[src/rtl/rtc_secuenciador.sv]
// rtc_secuenciador: periodic six-register RTC read scanner plus single-slot
// user write path, driving a start/busy handshake to the RTC bus-cycle engine.
// Ports: clk, reset (async, active-high); engine side flag_in, lee_escribe_m,
//   add, datos (out) and flag_work_s, tomar_dato, data (in); user side
//   wr_req, wr_sel, wr_data (in), wr_ready (out); snapshot seg..anio,
//   frame_valid, busy, err (out).
// Optional: define RTC_INIT_EN to issue a write of INIT_DATA to INIT_ADDR
//   as the first transaction after reset.
module rtc_secuenciador #(
  parameter int unsigned REFRESH_CYCLES = 1000000,
  parameter int unsigned TIMEOUT        = 255,
  parameter logic [7:0]  ADDR_BASE      = 8'h21,
  parameter logic [7:0]  INIT_ADDR      = 8'h02,
  parameter logic [7:0]  INIT_DATA      = 8'h10
) (
  input  logic       clk,
  input  logic       reset,
  output logic       flag_in,
  output logic       lee_escribe_m,
  output logic [7:0] add,
  output logic [7:0] datos,
  input  logic       flag_work_s,
  input  logic       tomar_dato,
  input  logic [7:0] data,
  input  logic       wr_req,
  input  logic [2:0] wr_sel,
  input  logic [7:0] wr_data,
  output logic       wr_ready,
  output logic [7:0] seg,
  output logic [7:0] min,
  output logic [7:0] hora,
  output logic [7:0] dia,
  output logic [7:0] mes,
  output logic [7:0] anio,
  output logic       frame_valid,
  output logic       busy,
  output logic       err
);

  localparam int RW = $clog2(REFRESH_CYCLES);
  localparam int TW = $clog2(TIMEOUT + 1);

  typedef enum logic [2:0] {
    IDLE, ISSUE, WAIT_START, WAIT_DONE, NEXT
  } state_t;

  state_t          state_q, state_d;
  logic [RW-1:0]   ref_q, ref_d;
  logic            scan_q, scan_d;
  logic [2:0]      idx_q, idx_d;
  logic            wr_pend_q, wr_pend_d;
  logic [2:0]      wr_sel_q, wr_sel_d;
  logic [7:0]      wr_data_q, wr_data_d;
  logic [TW-1:0]   tmo_q, tmo_d;
  logic            flag_q, flag_d;
  logic            dir_q, dir_d;
  logic [7:0]      add_q, add_d;
  logic [7:0]      datos_q, datos_d;
  logic            fv_q, fv_d;
  logic            err_q, err_d;
  logic [7:0]      sh_q [6];
  logic [7:0]      sh_d [6];
  logic [7:0]      snap_q [6];
  logic [7:0]      snap_d [6];
  logic            wrap;
  logic            init_pend;

`ifdef RTC_INIT_EN
  logic init_q, init_d;
  assign init_pend = init_q;
`else
  assign init_pend = 1'b0;
`endif

  always_comb begin
    state_d   = state_q;
    ref_d     = ref_q + RW'(1);
    scan_d    = scan_q;
    idx_d     = idx_q;
    wr_pend_d = wr_pend_q;
    wr_sel_d  = wr_sel_q;
    wr_data_d = wr_data_q;
    tmo_d     = tmo_q;
    flag_d    = 1'b0;
    dir_d     = dir_q;
    add_d     = add_q;
    datos_d   = datos_q;
    fv_d      = 1'b0;
    err_d     = err_q;
    sh_d      = sh_q;
    snap_d    = snap_q;
`ifdef RTC_INIT_EN
    init_d    = init_q;
`endif

    wrap = (ref_q == RW'(REFRESH_CYCLES - 1));
    if (wrap) ref_d = '0;

    unique case (state_q)
      IDLE: begin
        // A pending write only preempts the scan between frames (idx 0).
        if (init_pend) begin
          add_d   = INIT_ADDR;
          datos_d = INIT_DATA;
          dir_d   = 1'b1;
          flag_d  = 1'b1;
          state_d = ISSUE;
        end else if (wr_pend_q && idx_q == 3'd0) begin
          add_d   = ADDR_BASE + 8'(wr_sel_q);
          datos_d = wr_data_q;
          dir_d   = 1'b1;
          flag_d  = 1'b1;
          state_d = ISSUE;
        end else if (scan_q) begin
          add_d   = ADDR_BASE + 8'(idx_q);
          datos_d = 8'h00;
          dir_d   = 1'b0;
          flag_d  = 1'b1;
          state_d = ISSUE;
        end
      end
      ISSUE: begin
        // Counts the flag_in cycle, so err lands TIMEOUT cycles after it.
        tmo_d   = TW'(1);
        state_d = WAIT_START;
      end
      WAIT_START: begin
        if (flag_work_s) begin
          state_d = WAIT_DONE;
        end else if (tmo_q >= TW'(TIMEOUT - 1)) begin
          err_d     = 1'b1;
          idx_d     = 3'd0;
          scan_d    = 1'b0;
          wr_pend_d = 1'b0;
`ifdef RTC_INIT_EN
          init_d    = 1'b0;
`endif
          for (int i = 0; i < 6; i++) sh_d[i] = 8'h00;
          state_d   = IDLE;
        end else begin
          tmo_d = tmo_q + TW'(1);
        end
      end
      WAIT_DONE: begin
        if (!dir_q && tomar_dato) begin
          for (int i = 0; i < 6; i++)
            if (idx_q == 3'(i)) sh_d[i] = data;
        end
        if (!flag_work_s) state_d = NEXT;
      end
      NEXT: begin
        state_d = IDLE;
        if (dir_q) begin
`ifdef RTC_INIT_EN
          if (init_q) init_d = 1'b0;
          else        wr_pend_d = 1'b0;
`else
          wr_pend_d = 1'b0;
`endif
          scan_d = 1'b1;
        end else if (idx_q == 3'd5) begin
          for (int i = 0; i < 6; i++) snap_d[i] = sh_q[i];
          fv_d   = 1'b1;
          idx_d  = 3'd0;
          scan_d = 1'b0;
        end else begin
          idx_d = idx_q + 3'd1;
        end
      end
      default: state_d = IDLE;
    endcase

    // A refresh tick must never be lost to a same-cycle clear.
    if (wrap) scan_d = 1'b1;

    // Applied after the FSM so an abort cannot drop a fresh request.
    if (wr_req && wr_ready && wr_sel <= 3'd5) begin
      wr_pend_d = 1'b1;
      wr_sel_d  = wr_sel;
      wr_data_d = wr_data;
    end
  end

  always_ff @(posedge clk or posedge reset) begin
    if (reset) begin
      state_q   <= IDLE;
      ref_q     <= '0;
      scan_q    <= 1'b1;
      idx_q     <= 3'd0;
      wr_pend_q <= 1'b0;
      wr_sel_q  <= 3'd0;
      wr_data_q <= 8'h00;
      tmo_q     <= '0;
      flag_q    <= 1'b0;
      dir_q     <= 1'b0;
      add_q     <= 8'h00;
      datos_q   <= 8'h00;
      fv_q      <= 1'b0;
      err_q     <= 1'b0;
      for (int i = 0; i < 6; i++) begin
        sh_q[i]   <= 8'h00;
        snap_q[i] <= 8'h00;
      end
`ifdef RTC_INIT_EN
      init_q    <= 1'b1;
`endif
    end else begin
      state_q   <= state_d;
      ref_q     <= ref_d;
      scan_q    <= scan_d;
      idx_q     <= idx_d;
      wr_pend_q <= wr_pend_d;
      wr_sel_q  <= wr_sel_d;
      wr_data_q <= wr_data_d;
      tmo_q     <= tmo_d;
      flag_q    <= flag_d;
      dir_q     <= dir_d;
      add_q     <= add_d;
      datos_q   <= datos_d;
      fv_q      <= fv_d;
      err_q     <= err_d;
      for (int i = 0; i < 6; i++) begin
        sh_q[i]   <= sh_d[i];
        snap_q[i] <= snap_d[i];
      end
`ifdef RTC_INIT_EN
      init_q    <= init_d;
`endif
    end
  end

  assign flag_in       = flag_q;
  assign lee_escribe_m = dir_q;
  assign add           = add_q;
  assign datos         = datos_q;
  assign wr_ready      = ~wr_pend_q & ~init_pend;
  assign seg           = snap_q[0];
  assign min           = snap_q[1];
  assign hora          = snap_q[2];
  assign dia           = snap_q[3];
  assign mes           = snap_q[4];
  assign anio          = snap_q[5];
  assign frame_valid   = fv_q;
  assign busy          = (state_q != IDLE);
  assign err           = err_q;

endmodule

[config.mk]
export PLATFORM = sky130hd
export DESIGN_NAME = rtc_secuenciador
export DESIGN_NICKNAME = d
export VERILOG_FILES = /design/src/rtl/rtc_secuenciador.sv
export SDC_FILE = /design/constraint.sdc
export NUM_CORES = 1
export LEC_CHECK = 0
export CAP_MARGIN = 0
export CORE_MARGIN = 5
export CORE_UTILIZATION = 44
export CTS_BUF_LIST = sky130_fd_sc_hd__clkbuf_16
export CTS_CLUSTER_SIZE = 12
export DETAILED_ROUTE_END_ITERATION = 7
export DONT_BUFFER_PORTS = 1
export HOLD_SLACK_MARGIN = 0.08
export PLACE_DENSITY = 0.62
export SLEW_MARGIN = 20
export SYNTH_ARGS = -nofsm -noshare
export SYNTH_HDL_FRONTEND = slang
export SYNTH_SLANG_ARGS = --single-unit
[constraint.sdc]
create_clock -name clk -period 7.5 [get_ports clk]
set_input_delay 1.5 -clock clk [delete_from_list [all_inputs] [get_ports clk]]
set_output_delay 1.5 -clock clk [all_outputs]
set_load 0.005 [all_outputs]
==> results of run 1 <==
[cells in the final DEF, fill, tap and decap left out, drive strengths merged, types with 3 or more instances in the layout]
cell / Yosys / final
xnor2: 13 / 13
clkinv: 0 / 9
and4: 3 / 3
nor3: 3 / 3
nor2: 30 / 30
xor2: 5 / 5
inv: 11 / 13
nand4: 6 / 6
nand2: 17 / 17
mux2: 58 / 58
o21ai: 14 / 14
a31o: 4 / 4
clkbuf: 7 / 17
and3: 4 / 4
nor4: 12 / 12
dfrtp: 159 / 159
ha: 5 / 5
nand3: 20 / 20
nor4b: 5 / 5
and2: 8 / 8
a22o: 57 / 57
conb: 1 / 3
a21oi: 6 / 6
nand2b: 4 / 4
[cells in the mapped netlist, types with 3 or more instances]
master	count
ha_1	5
inv_1	11
nor4b_1	3
mux2_2	58
nand4_1	6
and2_1	8
nand2b_1	4
nor3_1	3
nand2_1	17
a21oi_1	6
nand3_1	20
and3_1	4
clkbuf_1	7
a22o_1	57
buf_4	3
xnor2_1	13
and4_1	3
a31o_2	4
nor2_1	30
dfrtp_1	159
o21ai_1	7
o21ai_0	7
nor4_1	9
buf_2	11
xor2_1	5
[layer usage]
layer | up-vias | GRT usage (%)
li1 | 1840 | -
met5 | - | 0
met4 | 0 | 6.29
met2 | 111 | 24.8
met1 | 2013 | 21.1
met3 | 14 | 6.41
[cell type report]
cell class | count | area (um2)
Timing Repair Buffer | 2 | 18.8
Clock inverter | 13 | 124
Inverter | 11 | 46.3
Multi-Input combinational cell | 309 | 2400
Clock buffer | 17 | 425
Sequential cell | 160 | 4010
Tap cell | 184 | 230
Fill cell | 1270 | 7340
[flip-flops by register name (all words and copies together), names as in the netlist]
signal and count:
frame_valid 1, dia 8, wr_sel_q 3, wr_pend_q 1, min 8, lee_escribe_m 1, wr_data_q 8, ref_q 20
scan_q 1, datos 8, flag_in 1, tmo_q 8, anio 8, state_q 3, mes 8, idx_q 3
add 5, hora 8, err 1, sh_q 48, seg 8
[worst max path at each step]
stage          cells after the start        from       to
6_report                           1  state_q[0]     busy
5_1_grt                            1  state_q[0]     busy
4_1_cts                            1  state_q[0]     busy
3_5_place_dp                       2       reset  hora[1]
3_3_place_gp                       2       reset  hora[0]
2_1_floorplan                      1       reset   add[0]
[metrics by stage]
| step | hold WS, ns | std cells | cell area (um2) | total power [W] |
|---|---|---|---|---|
| 2_1_floorplan | 0.433 | 503 | 6560 | 0.00153 |
| 3_3_place_gp | 0.451 | 666 | 6690 | 0.00163 |
| 3_5_place_dp | 0.459 | 666 | 6690 | 0.00165 |
| 4_1_cts | 0.480 | 696 | 7240 | 0.00247 |
| 5_1_grt | 0.491 | 696 | 7250 | 0.00258 |
| 6_report | 0.476 | 696 | 7250 | 0.00244 |
[where the power goes]
| group | internal, W | leakage, nW | switching (W) | total, W |
|---|---|---|---|---|
| sequential | 0.00106 | 2.13 | 0.000172 | 0.00123 |
| clock | 0.000480 | 0.274 | 0.000332 | 0.000812 |
| combinational | 0.000209 | 1.03 | 0.000187 | 0.000396 |
| total | 0.00175 | 3.43 | 0.000691 | 0.00244 |
[cell families after synthesis]
kind of cell / share of synthesized area [%]
flip-flops: 61.1
AND/OR/NAND/NOR: 11.0
AO/OA/AOI/OAI: 12.0
multiplexers: 9.97
buffers and inverters: 2.44
XOR/XNOR: 2.41
adder cells (fa/ha/maj): 0.955
other: 0.0572
==> parameters.txt, run 1 <==
Parameter                              Value

Layout
  Core utilization of the finished layout    49.7%
  Layout cell share with drive strength beyond 1    20.1%
  Post-synthesis to final-layout area growth    10.7%
  Final-stage net count    530
  Total inserted antenna cells    0

Clock network
  Clock root buffer    clkbuf_16
  Clk Latency, worst-skew pair    0.43 ns
  TritonCTS Buffers    17
  Number of clock sinks seen by CTS    160
  CTS clock-pin slew for the worst setup and hold paths    0.06 ns
  CTS Hold Bufs    0
  Max Root-Sink Buffers    2
  Cells resized by post-CTS repair    0
  Clock tree from TritonCTS    yes
  H-tree level count    4
  Setup repair bufs after CTS    0

Global routing
  Initial antenna violation count    0
  Via count of the first global-routing pass    4075
  Total gr overflow    0
  Maximum number of pins on one net before global-route repair    86
  All-layer global routing usage    16.3%
  Global-route wire length before repair    22500 um

Critical path
  Family with the most delay on the worst path    flip-flops
  Nature of the critical path startpoint    flip-flop
  Setup slack, reg-to-reg    5.04 ns
  Worst EP required    6.00 ns
  Terminus of the critical flop-to-flop path    sh_q[19]
  Worst reg2reg startpoint    tmo_q[0]
  Slowest cell delay on critical path    0.54 ns
  Crit-path slowest cell    dfrtp_1
  CP Buf/Inv Count    0
  Peak fanout along the critical path    14
  Chain of cells forming the critical path    or3_4
  Number of cells on the worst reg-to-reg path    6
  Crit. End Element    primary output
  Data arrival time of the worst path    1.45 ns
  Class of the most critical setup path    flip-flop to primary output

Timing
  Final setup violation count    0
  Final total negative setup slack    0 ns
  Achievable clock frequency    339 MHz
  Final Hold Violating Endpoints    0
  Maximum clock skew at final layout    0.0105 ns
  Share of the clock period used by the worst path after layout    39.3%
  Tightest Pin Transition    0.877 ns
  Worst slew margin relative to its limit    41.1%
  Setup repair after global routing missed its margin    false
  Max-slew violation count    0
  Final setup slack of the worst path    4.55 ns
  Shortest period the worst path allows    2.95 ns

Die
  Die Span Y    132 um
  Overall die area    17400 um2
  Std cell rows    44
  I/O pin total    94
  Area of the core    14600 um2
  Starting utilization of the core area    44.9%
  Die W    132 um

Flow run
  Total of max-cap violations    0

Synth
  Synth Flop Type    dfrtp_1
  Cell type with the highest aggregate area in the netlist    dfrtp_1
  Top-area cell type share of the netlist area    60.7%
  Total standard cell area after synthesis    6550 um2
  Cell variety after synth    56
  Cells after Synth    501
  Count of flip-flops with a built-in enable after synthesis    0
  Synthesized flop and latch total    160
  Synthesized area per cell    13.1 um2
  Fraction of the yosys area taken by sequential cells    61.1%
  Count of warnings emitted by yosys    0
  Top cells by area in the synthesized netlist    dfrtp_1, mux2_2, a22o_1, xnor2_1, nor2_1
  Fraction of registers with async set/reset    100%

Worst hold path
  Hold/Removal Path Class    flip-flop to flip-flop
  Worst hold path endpoint    ref_q[0]
  Worst Hold Path Cells    1
  Worst hold start    ref_q[0]

Route
  Number of optimization iterations in the first detailed-route pass    5
  Sum of met2 wire segment lengths after detailed routing    6440 um
  Metal1 wirelength    6090 um
  Wire length reported by the detailed router    13800 um
  Vias    3978
  Count of antenna-violating nets left after detailed routing    0
  Post-route DRC violation count    0
  First DRT Iteration DRCs    189
  Routed length on met3    1180 um
  Average routed wire per standard cell    19.9 um
  Via/cell ratio    5.72
  Top routing layer used    met4

Place
  PortBufs    0
  GPL Wtd Cong    0.764
  Post-Place Setup Slack    4.42 ns
  Final HPWL DP    9660 um

Power and ir drop
  Power per standard cell area    336 nW/um2
  Static Leak    3.43 nW
  Maximum VDD drop    0.233 mV

Run status
  Result of the run    finished clean
(Power assumes the default switching activity.)
==> run 2, diff against run 1 <==
--- a/config.mk
+++ b/config.mk
@@ -13,7 +13,7 @@
 export DETAILED_ROUTE_END_ITERATION = 7
 export DONT_BUFFER_PORTS = 1
 export HOLD_SLACK_MARGIN = 0.08
-export PLACE_DENSITY = 0.62
+export PLACE_DENSITY = 0.64
 export SLEW_MARGIN = 20
 export SYNTH_ARGS = -nofsm -noshare
 export SYNTH_HDL_FRONTEND = slang
==> constraint.sdc (replaced) <==
create_clock -name clk -period 2.4 [get_ports clk]
set_input_delay 0.48 -clock clk [delete_from_list [all_inputs] [get_ports clk]]
set_output_delay 0.48 -clock clk [all_outputs]
set_load 0.005 [all_outputs]
==> parameters.txt, run 2 (synthesis results as in run 1) <==
Parameter                              Value

Power and ir drop
  Maximum VDD drop    0.664 mV (was 0.233 mV)
  Static Leak    3.46 nW (was 3.43 nW)
  Power per standard cell area    1050 nW/um2 (was 336 nW/um2)

Place
  Cell total after placement    673 (was 666)
  PortBufs    0 (unchanged)
  Final HPWL DP    9530 um (was 9660 um)
  GPL Wtd Cong    0.807 (was 0.764)

Route
  Count of antenna-violating nets left after detailed routing    0 (unchanged)
  Average routed wire per standard cell    19.7 um (was 19.9 um)
  Wire length reported by the detailed router    13900 um (was 13800 um)
  Vias    4072 (was 3978)
  Number of optimization iterations in the first detailed-route pass    4 (was 5)
  Post-route DRC violation count    0 (unchanged)
  Via/cell ratio    5.77 (was 5.72)
  First DRT Iteration DRCs    252 (was 189)

Clock network
  Number of clock sinks seen by CTS    160 (unchanged)
  H-tree level count    4 (unchanged)
  Clk Latency, worst-skew pair    0.43 ns (about the same)
  CTS clock-pin slew for the worst setup and hold paths    0.07 ns (was 0.06 ns)
  TritonCTS Buffers    17 (unchanged)
  Clock root buffer    clkbuf_16 (unchanged)
  Max Root-Sink Buffers    2 (unchanged)
  CTS Hold Bufs    1 (was 0)
  Setup repair bufs after CTS    0 (unchanged)
  Clock tree from TritonCTS    yes (unchanged)
  Cells resized by post-CTS repair    0 (unchanged)

Die
  Die Span Y    132 um (unchanged)
  Std cell rows    44 (unchanged)
  Starting utilization of the core area    44.9% (unchanged)
  Die W    132 um (unchanged)
  Area of the core    14600 um2 (unchanged)
  I/O pin total    94 (unchanged)
  Overall die area    17400 um2 (unchanged)

Layout
  Register ranked first by flip-flop count    sh_q (unchanged)
  Layout cell share with drive strength beyond 1    22.4% (was 20.1%)
  Registers with the highest flip-flop counts    sh_q x48, ref_q x20 (unchanged)
  Final-stage net count    538 (was 530)
  Max FFs per register    48 (unchanged)
  Post-synthesis to final-layout area growth    12.4% (was 10.7%)
  Highest-count cells in the layout ignoring fill and taps    dfrtp_1, mux2_2, a22o_1, nor2_1, nand3_1 (unchanged)
  Number of standard cells in the layout, taps in and fillers out    706 (was 696)
  Total inserted antenna cells    0 (unchanged)
  Leading cell type in the layout, fill and taps excluded    dfrtp_1 (unchanged)

Critical path
  Terminus of the critical flop-to-flop path    sh_q[34] (was sh_q[19])
  Data arrival time of the worst path    2.40 ns (was 1.45 ns)
  Worst EP required    2.72 ns (was 6.00 ns)
  Nature of the critical path startpoint    flip-flop (unchanged)
  Class of the most critical setup path    flip-flop to flip-flop (was flip-flop to primary output)
  Worst reg2reg startpoint    tmo_q[0] (unchanged)
  Peak fanout along the critical path    8 (was 14)
  Crit. End Element    flip-flop (was primary output)
  Setup slack, reg-to-reg    0.33 ns (was 5.04 ns)
  Number of cells on the worst reg-to-reg path    6 (unchanged)

Timing
  Achievable clock frequency    483 MHz
  Tightest Pin Transition    0.692 ns (was 0.877 ns)
  Maximum clock skew at final layout    0.0166 ns (was 0.0105 ns)
  Max-slew violation count    0 (unchanged)
  Final setup violation count    0 (unchanged)
  Shortest period the worst path allows    2.07 ns
  Share of the clock period used by the worst path after layout    86.3%
  Worst slew margin relative to its limit    53.7% (was 41.1%)
  Final Hold Violating Endpoints    0 (unchanged)
  Final total negative setup slack    0 ns (unchanged)
  Setup repair after global routing missed its margin    false (unchanged)

Flow run
  Total of max-cap violations    0 (unchanged)

Global routing
  Total gr overflow    0 (unchanged)
  Via count of the first global-routing pass    4177 (was 4075)
  Maximum number of pins on one net before global-route repair    98 (was 86)
  Global-route wire length before repair    23100 um (was 22500 um)
  Initial antenna violation count    0 (unchanged)
  All-layer global routing usage    16.6% (was 16.3%)

Worst hold path
  Hold/Removal Path Class    input port to flip-flop (was flip-flop to flip-flop)
  Worst Hold Path Cells    1 (unchanged)
  Worst hold start    flag_work_s (was ref_q[0])
  Worst hold path endpoint    state_q[2] (was ref_q[0])

Run status
  Result of the run    finished clean (unchanged)
[run 2: cell types whose count changed in the layout (fill, tap and decap cells not counted), sizes merged]
cell / change
buf: +7
bufinv: -1
clkinv: -6
clkinvlp: +4
dlygate4sd3: +1
inv: +5
[run 2: worst max path at each step]
stage | from | to | slack (ns)
floorplan | reset | add[0] | -0.11
global placement | state_q[2] | min[0] | 0.40
detailed placement | tmo_q[0] | sh_q[34] | 0.31
CTS | tmo_q[0] | sh_q[39] | 0.30
global route | tmo_q[1] | sh_q[32] | 0.13
finish | tmo_q[0] | sh_q[34] | 0.33
[run 2: layout make-up]
| class | instances | area [um2] |
|---|---|---|
| clock buffer | 17 | 425 |
| clock inverter | 15 | 146 |
| fill | 1287 | 7220 |
| inverter | 11 | 45.0 |
| multi-input combinational | 309 | 2400 |
| sequential | 160 | 4010 |
| tap | 184 | 230 |
| timing repair buffer | 10 | 115 |
[run 2: per-stage QoR]
step	utilization, %	hold WS (ns)	total power, W	area (um2)	worst slack (ns)
after floorplan	-	0.433	0.00479	6560	-0.108
after global placement	46.5	0.446	0.00509	6780	0.398
after detailed placement	46.5	0.454	0.00517	6780	0.313
after CTS	50.5	0.0905	0.00783	7360	0.303
after global routing	50.5	0.0965	0.00821	7360	0.130
final	50.5	0.121	0.00774	7360	0.329
[run 2: layer usage]
| metal | up-vias | GRT usage (%) | part of all wire (%) |
|---|---|---|---|
| li1 | 1857 | - | - |
| met1 | 2086 | 21.8 | 43 |
| met2 | 118 | 24.8 | 47 |
| met3 | 11 | 6.95 | 8.4 |
| met4 | 0 | 6.29 | 1.3 |
| met5 | - | 0 | 0 |
[run 2: report_power, final]
part           switching, W  total [W]  internal [W]
Clock               0.00116    0.00262       0.00146
Combinational      0.000619    0.00129      0.000676
Sequential         0.000514    0.00382       0.00331
Total               0.00230    0.00774       0.00544
[run 2: worst max-delay path, stage by stage, from the launching register on]
cell,delay (ns)
dfrtp_1,0.41
inv_1,0.11
ha_1,0.19
o2111ai_1,0.18
nor4_2,0.51
o21ai_1,0.33
a22o_1,0.26
==> run 3, diff against run 2 <==
--- a/config.mk
+++ b/config.mk
@@ -6,6 +6,7 @@
 export NUM_CORES = 1
 export LEC_CHECK = 0
 export CAP_MARGIN = 0
+export CORE_ASPECT_RATIO = 0.6
 export CORE_MARGIN = 5
 export CORE_UTILIZATION = 44
 export CTS_BUF_LIST = sky130_fd_sc_hd__clkbuf_16
@@ -13,7 +14,7 @@
 export DETAILED_ROUTE_END_ITERATION = 7
 export DONT_BUFFER_PORTS = 1
 export HOLD_SLACK_MARGIN = 0.08
-export PLACE_DENSITY = 0.64
+export PLACE_DENSITY = 0.68
 export SLEW_MARGIN = 20
 export SYNTH_ARGS = -nofsm -noshare
 export SYNTH_HDL_FRONTEND = slang
==> parameters.txt, run 3 (synthesis results as in run 1) <==
Parameter                              Value

Global routing
  Via count of the first global-routing pass    4319 (was 4177)
  Initial antenna violation count    1 (was 0)
  Total gr overflow    0 (unchanged)
  Maximum number of pins on one net before global-route repair    85 (was 98)
  Global-route wire length before repair    24100 um (was 23100 um)
  All-layer global routing usage    17.3% (was 16.6%)

Place
  GPL Wtd Cong    0.818 (was 0.807)
  Post-Place Setup Slack    0.214 ns (was 0.313 ns)
  PortBufs    0 (unchanged)
  Final HPWL DP    10300 um (was 9530 um)
  Placed cell areas    6790 um2 (was 6780 um2)

Power and ir drop
  Maximum VDD drop    0.536 mV (was 0.664 mV)
  Power per standard cell area    1070 nW/um2 (was 1050 nW/um2)
  Static Leak    3.48 nW (was 3.46 nW)

Timing
  Worst hold margin    0.127 ns (was 0.121 ns)
  Achievable clock frequency    460 MHz (was 483 MHz)
  Tightest Pin Transition    0.738 ns (was 0.692 ns)
  Max-slew violation count    0 (unchanged)
  Share of the clock period used by the worst path after layout    90.5% (was 86.3%)
  Maximum clock skew at final layout    0.0103 ns (was 0.0166 ns)
  Final setup slack of the worst path    0.228 ns (was 0.329 ns)
  Shortest period the worst path allows    2.17 ns (was 2.07 ns)
  Worst slew margin relative to its limit    50.7% (was 53.7%)
  Final Hold Violating Endpoints    0 (unchanged)
  Setup repair after global routing missed its margin    false (unchanged)
  Final setup violation count    0 (unchanged)

Layout
  Register ranked first by flip-flop count    sh_q (unchanged)
  Multi-input gate area in the final layout    2400 um2 (unchanged)
  Registers with the highest flip-flop counts    sh_q x48, ref_q x20 (unchanged)
  Leading cell type in the layout, fill and taps excluded    dfrtp_1 (unchanged)
  Total inserted antenna cells    0 (unchanged)
  Highest-count cells in the layout ignoring fill and taps    dfrtp_1, mux2_2, a22o_1, nor2_1, nand3_1 (unchanged)
  Max FFs per register    48 (unchanged)
  Post-synthesis to final-layout area growth    12.9% (was 12.4%)
  Final instance area    7390 um2 (was 7360 um2)
  Layout cell share with drive strength beyond 1    21.9% (was 22.4%)
  Filler cell count    1274 (was 1287)
  Final-stage net count    536 (was 538)
  Sequential Area    4010 um2 (unchanged)

Die
  Area of the core    14500 um2 (was 14600 um2)
  Std cell rows    34 (was 44)
  Die Span Y    105 um (was 132 um)
  I/O pin total    94 (unchanged)
  Starting utilization of the core area    45.0% (was 44.9%)
  Die W    168 um (was 132 um)
  Overall die area    17500 um2 (was 17400 um2)

Clock network
  Number of clock sinks seen by CTS    160 (unchanged)
  Clock root buffer    clkbuf_16 (unchanged)
  Clk Latency, worst-skew pair    0.42 ns (was 0.43 ns)
  Max Root-Sink Buffers    2 (unchanged)
  H-tree level count    4 (unchanged)
  Cells resized by post-CTS repair    0 (unchanged)
  Clock tree from TritonCTS    yes (unchanged)
  CTS clock-pin slew for the worst setup and hold paths    0.06 ns (was 0.07 ns)
  Setup repair bufs after CTS    0 (unchanged)
  TritonCTS Buffers    17 (unchanged)

Critical path
  CP Buf/Inv Count    1 (unchanged)
  Chain of cells forming the critical path    inv_1, ha_1, o2111ai_1, nor4_2, o21ai_1, a22o_1 (unchanged)
  Class of the most critical setup path    flip-flop to flip-flop (unchanged)
  Number of cells on the worst reg-to-reg path    6 (unchanged)
  Terminus of the critical flop-to-flop path    sh_q[37] (was sh_q[34])
  Family with the most delay on the worst path    compound AO/OA/AOI/OAI gates (unchanged)
  Slowest cell delay on critical path    0.57 ns (was 0.51 ns)
  Crit-path slowest cell    nor4_2 (unchanged)
  Worst EP required    2.70 ns (was 2.72 ns)
  Worst reg2reg startpoint    tmo_q[0] (unchanged)
  Crit. End Element    flip-flop (unchanged)
  Peak fanout along the critical path    8 (unchanged)
  Setup slack, reg-to-reg    0.23 ns (was 0.33 ns)
  Nature of the critical path startpoint    flip-flop (unchanged)
  Logic depth of the worst setup path including buffers    6 (unchanged)
  Data arrival time of the worst path    2.47 ns (was 2.40 ns)

Run status
  Result of the run    finished clean (unchanged)

Route
  Average routed wire per standard cell    20.4 um (was 19.7 um)
  Count of antenna-violating nets left after detailed routing    0 (unchanged)
  Number of optimization iterations in the first detailed-route pass    4 (unchanged)
  First DRT Iteration DRCs    248 (was 252)
  Vias    4119 (was 4072)
  Post-route DRC violation count    0 (unchanged)
  Via/cell ratio    5.74 (was 5.77)
  Wire length reported by the detailed router    14600 um (was 13900 um)

Worst hold path
  Worst hold path endpoint    state_q[2] (unchanged)
  Hold/Removal Path Class    input port to flip-flop (unchanged)
  Worst hold start    flag_work_s (unchanged)
  Worst Hold Path Cells    1 (unchanged)

Flow run
  Total of max-cap violations    0 (unchanged)
## run 3: cell types whose count changed in the layout (fill, tap and decap cells not counted), moves of 2 or more
cell | before | now
buf_4 | 6 | 4
inv_6 | 6 | 4
inv_8 | 2 | 4
clkinvlp_4 | 4 | 2
## run 3: how the worst max path moves through the flow
| stage | from | to | slack [ns] |
|---|---|---|---|
| floorplan | reset | add[0] | -0.11 |
| global placement | state_q[2] | sh_q[19] | 0.30 |
| detailed placement | tmo_q[0] | sh_q[35] | 0.21 |
| CTS | tmo_q[0] | sh_q[37] | 0.21 |
| global route | tmo_q[0] | sh_q[37] | 0.05 |
| finish | tmo_q[0] | sh_q[37] | 0.23 |
## run 3: power by group
part	switching (W)	internal [W]	leakage [nW]
sequential	0.000524	0.00331	2.13
combinational	0.000643	0.000675	1.05
clock	0.00119	0.00157	0.298
total	0.00235	0.00555	3.48
## run 3: timing repair
item,4_1_cts,5_1_grt
hold buffers,1,0
setup endpoints to repair,0,0
endpoints found under the hold margin,4,0
## run 3: cell type report
class / count / area share, %
Sequential cell: 160 / 54.2
Inverter: 11 / 0.609
Clock inverter: 15 / 2.35
Clock buffer: 17 / 5.75
Tap cell: 198 / 3.35
Timing Repair Buffer: 8 / 1.35
Multi-Input combinational cell: 309 / 32.4
## run 3: metrics by stage
step                util (%)  cells  power [W]  TNS, ns
global route            50.8    718    0.00833        0
finish                  50.8    718    0.00791        0
floorplan                  -    503    0.00479   -17.18
CTS                     50.8    718    0.00798        0
global placement        46.6    685    0.00512        0
detailed placement      46.6    685    0.00521        0
## run 3: metal layers
layer,track usage (%),up-vias,wire (um)
li1,-,1856,-
met1,24.2,2121,6700
met2,25.0,120,6520
met3,6.65,20,1180
met4,5.27,2,200
met5,0,-,13
